$ cat config.mk
export PLATFORM = sky130hd
export DESIGN_NAME = resp_tx_arbiter
export DESIGN_NICKNAME = d
export VERILOG_FILES = /design/src/rtl/tx_arb_pkg.sv /design/src/rtl/tx_msg_len_ctr.sv /design/src/rtl/resp_tx_arbiter.sv
export SDC_FILE = /design/constraint.sdc
export NUM_CORES = 1
export LEC_CHECK = 0
export CAP_MARGIN = 20
export CORE_MARGIN = 2
export CORE_UTILIZATION = 41
export CTS_CLUSTER_SIZE = 12
export DETAILED_ROUTE_END_ITERATION = 8
export GPL_TIMING_DRIVEN = 0
export PLACE_DENSITY = 0.79
export SETUP_SLACK_MARGIN = 0.4
export SYNTH_ARGS = -nofsm -noshare
export SYNTH_HDL_FRONTEND = slang
export SYNTH_SLANG_ARGS = --single-unit
export TNS_END_PERCENT = 20
$ cat constraint.sdc
create_clock -name clk_tx -period 1.9 [get_ports clk_tx]
set_clock_uncertainty 0.2 [all_clocks]
set_input_delay 0.285 -clock clk_tx [delete_from_list [all_inputs] [get_ports clk_tx]]
set_output_delay 0.285 -clock clk_tx [all_outputs]
set_load 0.05 [all_outputs]
$ cat src/rtl/tx_arb_pkg.sv
// Shared definitions for the transmit-FIFO message arbiter: FSM encoding,
// default message length limit and the CR/LF framing characters.
package tx_arb_pkg;

   typedef enum logic [1:0] {
      IDLE = 2'd0,
      OWN0 = 2'd1,
      OWN1 = 2'd2
   } arb_state_t;

   localparam int unsigned TX_ARB_MAX_MSG_LEN = 32;

   localparam logic [7:0] CR = 8'h0D;
   localparam logic [7:0] LF = 8'h0A;

endpackage

$ cat src/rtl/tx_msg_len_ctr.sv
// Per-grant character counter; at_max flags that the next transfer is the
// MAX_MSG_LEN-th character of the current grant.
module tx_msg_len_ctr
   import tx_arb_pkg::*;
#(
   parameter int unsigned MAX_MSG_LEN = TX_ARB_MAX_MSG_LEN
) (
   input  logic clk,
   input  logic rst,
   input  logic clr,
   input  logic inc,
   output logic at_max
);

   localparam logic [7:0] LAST_IDX = 8'(MAX_MSG_LEN - 1);

   logic [7:0] cnt;

   always_ff @(posedge clk or posedge rst) begin
      if (rst)
         cnt <= '0;
      else if (clr)
         cnt <= '0;
      else if (inc)
         cnt <= cnt + 8'd1;
   end

   assign at_max = (cnt == LAST_IDX);

endmodule

$ cat src/rtl/resp_tx_arbiter.sv
// Two-requester whole-message arbiter in front of the uart_tx character FIFO.
// Define TX_ARB_ROUND_ROBIN_EN for round-robin ties; default is fixed priority to requester 0.
module resp_tx_arbiter
   import tx_arb_pkg::*;
#(
   parameter int unsigned MAX_MSG_LEN = TX_ARB_MAX_MSG_LEN
) (
   input  logic       clk_tx,
   input  logic       rst_clk_tx,
   input  logic [7:0] req0_data,
   input  logic       req0_valid,
   input  logic       req0_last,
   output logic       req0_ready,
   input  logic [7:0] req1_data,
   input  logic       req1_valid,
   input  logic       req1_last,
   output logic       req1_ready,
   output logic [7:0] fifo_din,
   output logic       fifo_wr_en,
   input  logic       fifo_full,
   output logic [1:0] grant,
   output logic       msg_overrun
);

   arb_state_t state, state_d;
   logic       last_winner, last_winner_d;
   logic       overrun_d;
   logic       at_max;

   tx_msg_len_ctr #(
      .MAX_MSG_LEN(MAX_MSG_LEN)
   ) u_len_ctr (
      .clk   (clk_tx),
      .rst   (rst_clk_tx),
      .clr   (state == IDLE),
      .inc   (fifo_wr_en),
      .at_max(at_max)
   );

   always_ff @(posedge clk_tx or posedge rst_clk_tx) begin
      if (rst_clk_tx) begin
         state       <= IDLE;
         last_winner <= 1'b1;
         msg_overrun <= 1'b0;
      end else begin
         state       <= state_d;
         last_winner <= last_winner_d;
         msg_overrun <= overrun_d;
      end
   end

   always_comb begin
      state_d       = state;
      last_winner_d = last_winner;
      overrun_d     = 1'b0;
      req0_ready    = 1'b0;
      req1_ready    = 1'b0;
      fifo_din      = '0;
      unique case (state)
         IDLE: begin
            if (req0_valid && req1_valid) begin
`ifdef TX_ARB_ROUND_ROBIN_EN
               state_d = last_winner ? OWN0 : OWN1;
`else
               state_d = OWN0;
`endif
            end else if (req0_valid) begin
               state_d = OWN0;
            end else if (req1_valid) begin
               state_d = OWN1;
            end
         end
         OWN0: begin
            req0_ready = req0_valid && !fifo_full;
            fifo_din   = req0_data;
            // Hitting the length limit ends the grant even without last.
            if (req0_ready && (req0_last || at_max)) begin
               state_d       = IDLE;
               last_winner_d = 1'b0;
               overrun_d     = !req0_last;
            end
         end
         OWN1: begin
            req1_ready = req1_valid && !fifo_full;
            fifo_din   = req1_data;
            if (req1_ready && (req1_last || at_max)) begin
               state_d       = IDLE;
               last_winner_d = 1'b1;
               overrun_d     = !req1_last;
            end
         end
         default: state_d = IDLE;
      endcase
   end

   assign fifo_wr_en = req0_ready | req1_ready;
   assign grant      = {state == OWN1, state == OWN0};

endmodule

==> results.md <==
- The start point of the critical path is state[1]$_DFFE_PP0P_.
- The overall die width is 49.1 um.
- The path class of the lowest-slack min-delay path is primary input to asynchronous set/reset pin.
- Counting flops and latches in the post-synthesis netlist gives 11.
- The half-perimeter wire length after detailed placement is roughly 1700 um.
- The initial utilization of the core area, before any placement, comes to a little over two fifths.
- The number of max-slew violations in the final report is 0.
- After clock tree synthesis, the flow added hold-fix buffers numbering 0.
- The post-layout total power is 2.33 mW.
- The clock passes through at most 2 buffers.
- Setup violations remaining at the end of the flow were counted as 19.
- Synthesis produced a netlist whose cell count is 90.
- The relative contribution of combinational cells to total power is 79.4%.
- IR analysis of the VDD net gives a maximum drop of between 1000 and 1500 uV.
- In this run the count of I/O pins placed on the die edge is 37.
- The floorplan step defined a die boundary enclosing approximately 2400 sq um.
- After clock tree synthesis, the clock-pin slew on the worst setup and hold paths is approximately 0.080 ns.
- The clock reaches the later pin of the worst-skew pair after slightly below 0.3 ns.
- The shortest period the worst path allows is roughly 2.1 ns.
- The number of cells on the worst reg-to-reg path is 8.
- The area of the multi-input gates is 733 sq um.
- The part of the total power dissipated in the clock network is roughly 7.3%.
- The final-stage net count is around 170.
- CTS built an H-tree with a depth of 1.
- STA classifies the critical path endpoint as an output pin.
- The repair_antennas step left the layout with diodes totalling 0.
- Using the TritonRoute via totals, the vias-per-cell ratio works out to around 5.6.
- The overall die height is 49.1 um.
- The first global-routing pass estimated between 4000 and 5000 um of wire.
- Of the cells placed in the final design, the portion with a size suffix greater than 1 is about half.
- The count of yosys warnings during synthesis is 0.
- The initial antenna violation count came to 0.
- The hold violation total from the final report is 0.
- The total wire length is approximately 3200 um.
- STA classifies the critical path startpoint as a flip-flop.
- The initialized floorplan defines 16 standard-cell rows.
- Detailed routing inserted a total of about 940 vias.
- The share of the Yosys chip area taken by registers is between 30% and 40%.
- The arrival time at the worst endpoint is 1.61 ns.
- The internal cell power is 1.27 mW.
- CTS placed an instance of sky130_fd_sc_hd__clkbuf_4 at the clock tree root.
- After detailed routing, the number of remaining DRC violations is 0.
- The biggest fanout along the worst timing path is 9.
- The global placement routability congestion is about 0.73.
- For this design, the sink count on the clock tree is 11.
- The type of the worst setup path is flip-flop to output pin.
- The worst endpoint required time is 1.41 ns.
- The netlist uses 28 different library cells.
- Measured against its own limit, the worst slew margin works out to approximately 70%.
- The first detailed-routing pass took 4 iterations.
- The max-capacitance violation count is 0.
- The number of enable-type register cells in the synthesized netlist is 0.
- Global routing used 27.5% of the available tracks.
- The largest area contributor in the netlist is sky130_fd_sc_hd__dfrtp_1.
- Once routing completed, OpenROAD measured the worst setup slack at -0.195 ns.
- The total CTS buffers is 3.
- The number of routed nets with antenna violations is 0.
- Entering global routing, the biggest net connects 12 pins.
- For flop-to-flop paths, the worst setup slack is -0.12 ns.
- The checks that failed: negative setup slack.
- The sequential cell fraction of total power is a little over an eighth.
- The post-route clock period utilization is 110%.
- The wire length per cell is slightly below 20 um.
- Following the worst setup path forward leads to its endpoint at fifo_din[4].
- The leakage dissipation is ~0.65 nW.
- Summed over all layers, the global routing overflow is 0.
- Sorting the synthesized cells by how often they occur yields sky130_fd_sc_hd__dfrtp_1 (11), sky130_fd_sc_hd__nor2_1 (11), sky130_fd_sc_hd__nor2b_1 (10).
- TritonCTS built the clock tree.
- Hold timing on the final database bottoms out at a slack of approximately 0.14 ns.
- For this design the ratio of total power to cell area is between 1000 and 1500 nW/um^2.
- The register cell area after layout is approximately 280 sq um.
- The flow ran to the end, but the final reports show violations.
- The post-placement worst setup slack is -0.659 ns.
- For this run, the top clock speed supported by timing is 477 MHz.
- The analysis attributes to net switching a power of 1.06 mW.
- The count of filler cells inserted in the layout is 94.
- The actual slew at the worst max-slew pin is 0.420 ns.
- By area the synthesized netlist is led by sky130_fd_sc_hd__dfrtp_1 (33%), sky130_fd_sc_hd__nor2b_1 (7.5%), sky130_fd_sc_hd__xnor2_1 (7.4%).
- The via count of the first global-routing pass is 916.
- Averaged over all synthesized cells, the footprint is 9.24 sq um.
- The endpoint identified for the worst register-to-register timing path is u_len_ctr.cnt[6]$_DFFE_PP0P_.
- The post-synthesis cell area is about 830 sq um.
- In this run the critical register-to-register path is launched from state[1]$_DFFE_PP0P_.
- The number of port buffers is 36.
- The signed area change from the synthesized netlist to the final layout is 99.7%.
- Net switching is 45.6% of the power.
- Of the post-synthesis cell area, the dominant cell type holds 33.1%.
- The count of routing violations after the opening detailed-route iteration is 18.
- The share of synthesized registers carrying an async set or reset is 100%.
- After floorplanning, the core was sized to cover around 2000 sq um.
- Setup repair after global routing could not meet its margin everywhere.
- When the netlist entered floorplanning its net count stood at around 120.
- For this run, the leading register cell type out of synthesis is sky130_fd_sc_hd__dfrtp_1.
==> state kept, by name (all words and copies together) (netlist names) <==
register,cells
u_len_ctr.cnt,8
state,2
msg_overrun,1
==> worst min path at each step <==
stage,startpoint,end,slack (ns),depth (start not counted)
floorplan,rst_clk_tx,msg_overrun$_DFF_PP0_,-0.06,1
global placement,u_len_ctr.cnt[7]$_DFFE_PP0P_,u_len_ctr.cnt[7]$_DFFE_PP0P_,0.33,2
detailed placement,u_len_ctr.cnt[7]$_DFFE_PP0P_,u_len_ctr.cnt[7]$_DFFE_PP0P_,0.34,2
CTS,rst_clk_tx,u_len_ctr.cnt[0]$_DFFE_PP0P_,0.12,2
global route,rst_clk_tx,state[0]$_DFFE_PP0P_,0.18,2
finish,rst_clk_tx,state[1]$_DFFE_PP0P_,0.14,2
==> area by class of cell <==
| type | count | share of cell area, % |
|---|---|---|
| Timing Repair Buffer | 46 | 31.6 |
| Clock buffer | 4 | 1.58 |
| Multi-Input combinational cell | 71 | 44.1 |
| Sequential cell | 11 | 16.6 |
| Inverter | 4 | 1.05 |
| Tap cell | 27 | 2.03 |
| Buffer | 4 | 3.01 |
==> stage by stage <==
| step | instances | instance area (sq um) | setup TNS, ns | utilization [%] |
|---|---|---|---|---|
| after detailed placement | 153 | 1350 | -6.81 | 69.3 |
| final | 167 | 1660 | -2.19 | 85.6 |
| after global routing | 167 | 1660 | -2.96 | 85.6 |
| after CTS | 166 | 1600 | -1.35 | 82.5 |
| after global placement | 153 | 1350 | -6.56 | 69.3 |
| after floorplan | 90 | 952 | 0 | - |
==> worst max-delay path: stages, from the launching register on <==
cell and delay [ns]:
sky130_fd_sc_hd__dfrtp_1 0.45, sky130_fd_sc_hd__inv_2 0.09, sky130_fd_sc_hd__buf_6 0.13, sky130_fd_sc_hd__ha_4 0.31, sky130_fd_sc_hd__nor2b_4 0.17, sky130_fd_sc_hd__buf_6 0.16
==> power groups by stage <==
stage | sequential [mW] | combinational [mW] | clock [mW]
finish | 0.308 | 1.85 | 0.170
floorplan | 0.297 | 0.970 | 0
global placement | 0.301 | 1.24 | 0
global route | 0.309 | 1.92 | 0.187
CTS | 0.296 | 1.71 | 0.169
detailed placement | 0.303 | 1.27 | 0
==> cells by family (layout without fill, tap and decap cells) <==
logic type / after synthesis / count (layout) / share of synthesized area [%]
and+or+nand+nor: 43 / 43 / 32.5
DFF: 11 / 11 / 33.1
buffers and inverters: 8 / 58 / 3.91
AOI/OAI and AO/OA: 17 / 17 / 17.1
xor gates and xnor gates: 7 / 7 / 7.37
adders and majority gates: 4 / 4 / 6.02
==> per-layer routing <==
metal  GRT usage, %  up-vias  part of all wire (%)
met1           33.0      475                    40
met2           48.9       33                    54
met3           5.52       10                   4.4
met5              0        -                     0
met4           9.05        0                   2.0
li1               -      419                     -
==> cells in the final DEF (no fill, tap or decap), types with 3 or more instances in the layout <==
master                            synthesis  routed
sky130_fd_sc_hd__nor2_4                   0       3
sky130_fd_sc_hd__buf_4                    0       4
sky130_fd_sc_hd__nor2_1                  11       8
sky130_fd_sc_hd__nand3_1                  3       3
sky130_fd_sc_hd__a22oi_2                  1       9
sky130_fd_sc_hd__a21oi_1                  3       3
sky130_fd_sc_hd__xnor2_1                  7       6
sky130_fd_sc_hd__nor2b_4                  0       9
sky130_fd_sc_hd__nand2b_1                 5       5
sky130_fd_sc_hd__buf_6                    0      10
sky130_fd_sc_hd__clkbuf_4                 0       3
sky130_fd_sc_hd__buf_8                    0       6
sky130_fd_sc_hd__dfrtp_1                 11      10
sky130_fd_sc_hd__ha_4                     0       3
sky130_fd_sc_hd__clkdlybuf4s50_1          0      22
==> repair_timing <==
item | 4_1_cts | 5_1_grt
pin swaps | 12 | 7
gates resized for setup | 118 | 13
setup endpoints to repair | 25 | 24
gates cloned | 2 | 0
buffers inserted | 7 | 1
(Power assumes the default switching activity.)
==> RTL edit: new RTL, same settings <==
The option `TX_ARB_ROUND_ROBIN_EN` is turned on by a define.
--- a/src/rtl/resp_tx_arbiter.sv
+++ b/src/rtl/resp_tx_arbiter.sv
@@ -1,5 +1,7 @@
 // Two-requester whole-message arbiter in front of the uart_tx character FIFO.
 // Define TX_ARB_ROUND_ROBIN_EN for round-robin ties; default is fixed priority to requester 0.
+`define TX_ARB_ROUND_ROBIN_EN
+
 module resp_tx_arbiter
    import tx_arb_pkg::*;
 #(
Function: changed (a bounded check fails within 4 cycles, from zero or initial values and one cycle with rst_clk_tx high).
==> RTL edit against the original RTL <==
The flow still finishes with violations (setup timing). Sequential cell count is 1 higher. Area after synthesis grew 9.2%. Cell area up 1.6%. Worst setup slack better by 0.048 ns. Count of clock-buffer cells in the layout did not move. Routed wire length down 17%. Worst hold slack worse by 0.025 ns. Die area is 8.4% higher. Total power is 10% lower. First-iteration DRC count down 44%. Sequential share of layout area up 1.2 points. Critical endpoint is now fifo_din[1].
==> RTL edit: results (changes against the original RTL) <==
Worst EP arrival -> 1.56 ns (was 1.61 ns)
Max FO, Critical Path -> 5 (was 9)
Async set-reset flop share out of synthesis -> 100.0% (unchanged)
Clk Latency, worst-skew pair -> 0.26 ns (was 0.29 ns)
Setup TNS Final -> -1.243 ns (was -2.193 ns)
CTS buffer count -> 3 (unchanged)
Clock tree buffer depth -> 2 (unchanged)
Synth top area cells -> dfrtp_1 30%, a22oi_1 7.4%, nor2b_1 6.2% (was dfrtp_1 33%, nor2b_1 7.5%, xnor2_1 7.4%)
Reg clk slew, reported paths -> 0.07 ns
Worst Max-Slew Pin Slew -> 0.4549 ns (was 0.4198 ns)
Setup slack, reg-to-reg -> -0.02 ns (was -0.12 ns)
Share of cells above drive strength 1 -> 43.92% (was 51.43%)
Final setup vio count -> 12 (was 19)
Ant. Diodes -> 0 (unchanged)
DP HPWL -> 1698 um (was 1682 um)
Antenna violations before repair -> 0 (unchanged)
# nets final -> 176 (was 168)
Violated checks -> setup timing (unchanged)
Max incr delay on CP -> 0.42 ns (was 0.45 ns)
Initial DRT Pass Iterations -> 4 (unchanged)
Global route overflow -> 0 (unchanged)
Initial detailed-routing violation count -> 10 (was 18)
Setup WS post-layout -> -0.1471 ns (was -0.1954 ns)
Commonest cells post-synth -> 11 x dfrtp_1, 10 x nor2_1, 9 x a22oi_1, 9 x nor2b_1 (was 11 x dfrtp_1, 11 x nor2_1, 10 x nor2b_1, 8 x a22oi_1, 7 x xnor2_1)
Port bufs -> 36 (unchanged)
Post-Syn Nets -> 127 (was 117)
Htree depth -> 1 (unchanged)
Hold Path Class -> in -> async (unchanged)
Vias in the first global route -> 972 (was 916)
Status -> complete, but fails checks (unchanged)
First-pass GRT wire length -> 4215 um (was 4899 um)
Total track usage -> 21.09% (was 27.51%)
Routability congestion estimate -> 0.7600 (was 0.7323)
Post-synthesis sequential area ratio -> 33.20% (was 33.08%)
Via Count -> 944 (was 937)
Yosys cell types -> 33 (was 28)
Largest net degree at the start of global routing -> 13 (was 12)
Clock root buffer -> clkbuf_4 (unchanged)
Synth warnings -> 0 (unchanged)
DR WL/cell -> 15.11 um (was 19.25 um)
Slowest CP cell -> dfrtp_1 (unchanged)
IR drop worst, VDD -> 1127 uV (was 1102 uV)
Leakage -> 0.6580 nW (was 0.6514 nW)
Registers with the most flip-flops -> u_len_ctr.cnt x8, state x2 (was u_len_ctr.cnt x8, state x2, msg_overrun x1)
RTL edit: cell types whose count changed after synthesis, sizes merged, moves of 2 or more:
cell and delta:
o21ai +2, o31ai +2, nand2 +3, a22o +2
nor4b +2, nor4 -2
RTL edit: final cells by class:
cell class	instances	area (sq um)
Fill cell	124	460.4
Clock buffer	4	26.28
Timing Repair Buffer	44	483.0
Sequential cell	12	301.5
Inverter	5	18.77
Buffer	5	56.30
Tap cell	28	35.03
Multi-Input combinational cell	78	767.0
RTL edit: where the power goes:
| group | leakage, nW | internal [mW] | total (mW) | switching, mW |
|---|---|---|---|---|
| registers | 0.162 | 0.299 | 0.341 | 0.0423 |
| logic | 0.481 | 0.771 | 1.59 | 0.817 |
| clock network | 0.0150 | 0.0811 | 0.161 | 0.0796 |
RTL edit: logic make-up after synthesis:
| family | after synthesis | share of synthesized area (%) |
|---|---|---|
| adder cells (fa/ha/maj) | 4 | 5.510 |
| XOR/XNOR | 6 | 5.785 |
| AND/OR/NAND/NOR | 44 | 30.30 |
| AO/OA/AOI/OAI | 24 | 20.52 |
| flip-flops | 12 | 33.20 |
| buffers and inverters | 10 | 4.683 |
RTL edit: final timing paths:
| check | startpoint | endpoint | cells past startpoint |
|---|---|---|---|
| worst max-delay path | state[0] | fifo_din[1] | 6 |
| worst min-delay path | rst_clk_tx | msg_overrun | 2 |
| worst max register to register | state[0] | u_len_ctr.cnt[7] | 8 |
| worst min register to register | u_len_ctr.cnt[4] | u_len_ctr.cnt[4] | 2 |
| max in group asynchronous | rst_clk_tx | last_winner | 2 |
| min in group clk_tx | u_len_ctr.cnt[4] | u_len_ctr.cnt[4] | 2 |
RTL edit: per-stage QoR:
stage               instance area (sq um)  hold slack [ns]  setup slack, ns  util, %  std cells
floorplan                            1031         -0.05102           0.1061        -        100
global placement                     1426           0.3310          -0.7923    66.39        164
detailed placement                   1426           0.3558          -0.7887    66.39        164
CTS                                  1623           0.1379          -0.1371    75.54        175
global route                         1688           0.1751          -0.2051    78.57        176
finish                               1688           0.1195          -0.1471    78.57        176
RTL edit: metal layers:
layer  wire (um)  global-route usage [%]  up-vias
met5           0                       0        -
met2        1472                   40.69       42
met3         195                   5.556        4
met4          37                   4.054        0
met1         954                   22.79      443
li1            -                       -      455
RTL edit: timing repair:
item | 4_1_cts | 5_1_grt
gates resized for setup | 103 | 13
endpoints found under the setup margin | 26 | 25
setup buffers | 6 | 1
pin swaps | 12 | 10
hold buffers | 0 | 0
cloned | 1 | 0
hold endpoints to repair | 0 | 0
RTL edit: worst max-delay path, delay by kind of cell (launching register included):
family | cells | cell delay (ns)
compound gates | 1 | 0.22
fa+ha+maj | 1 | 0.18
buf+inv | 3 | 0.42
flops | 1 | 0.42
simple gates | 1 | 0.06
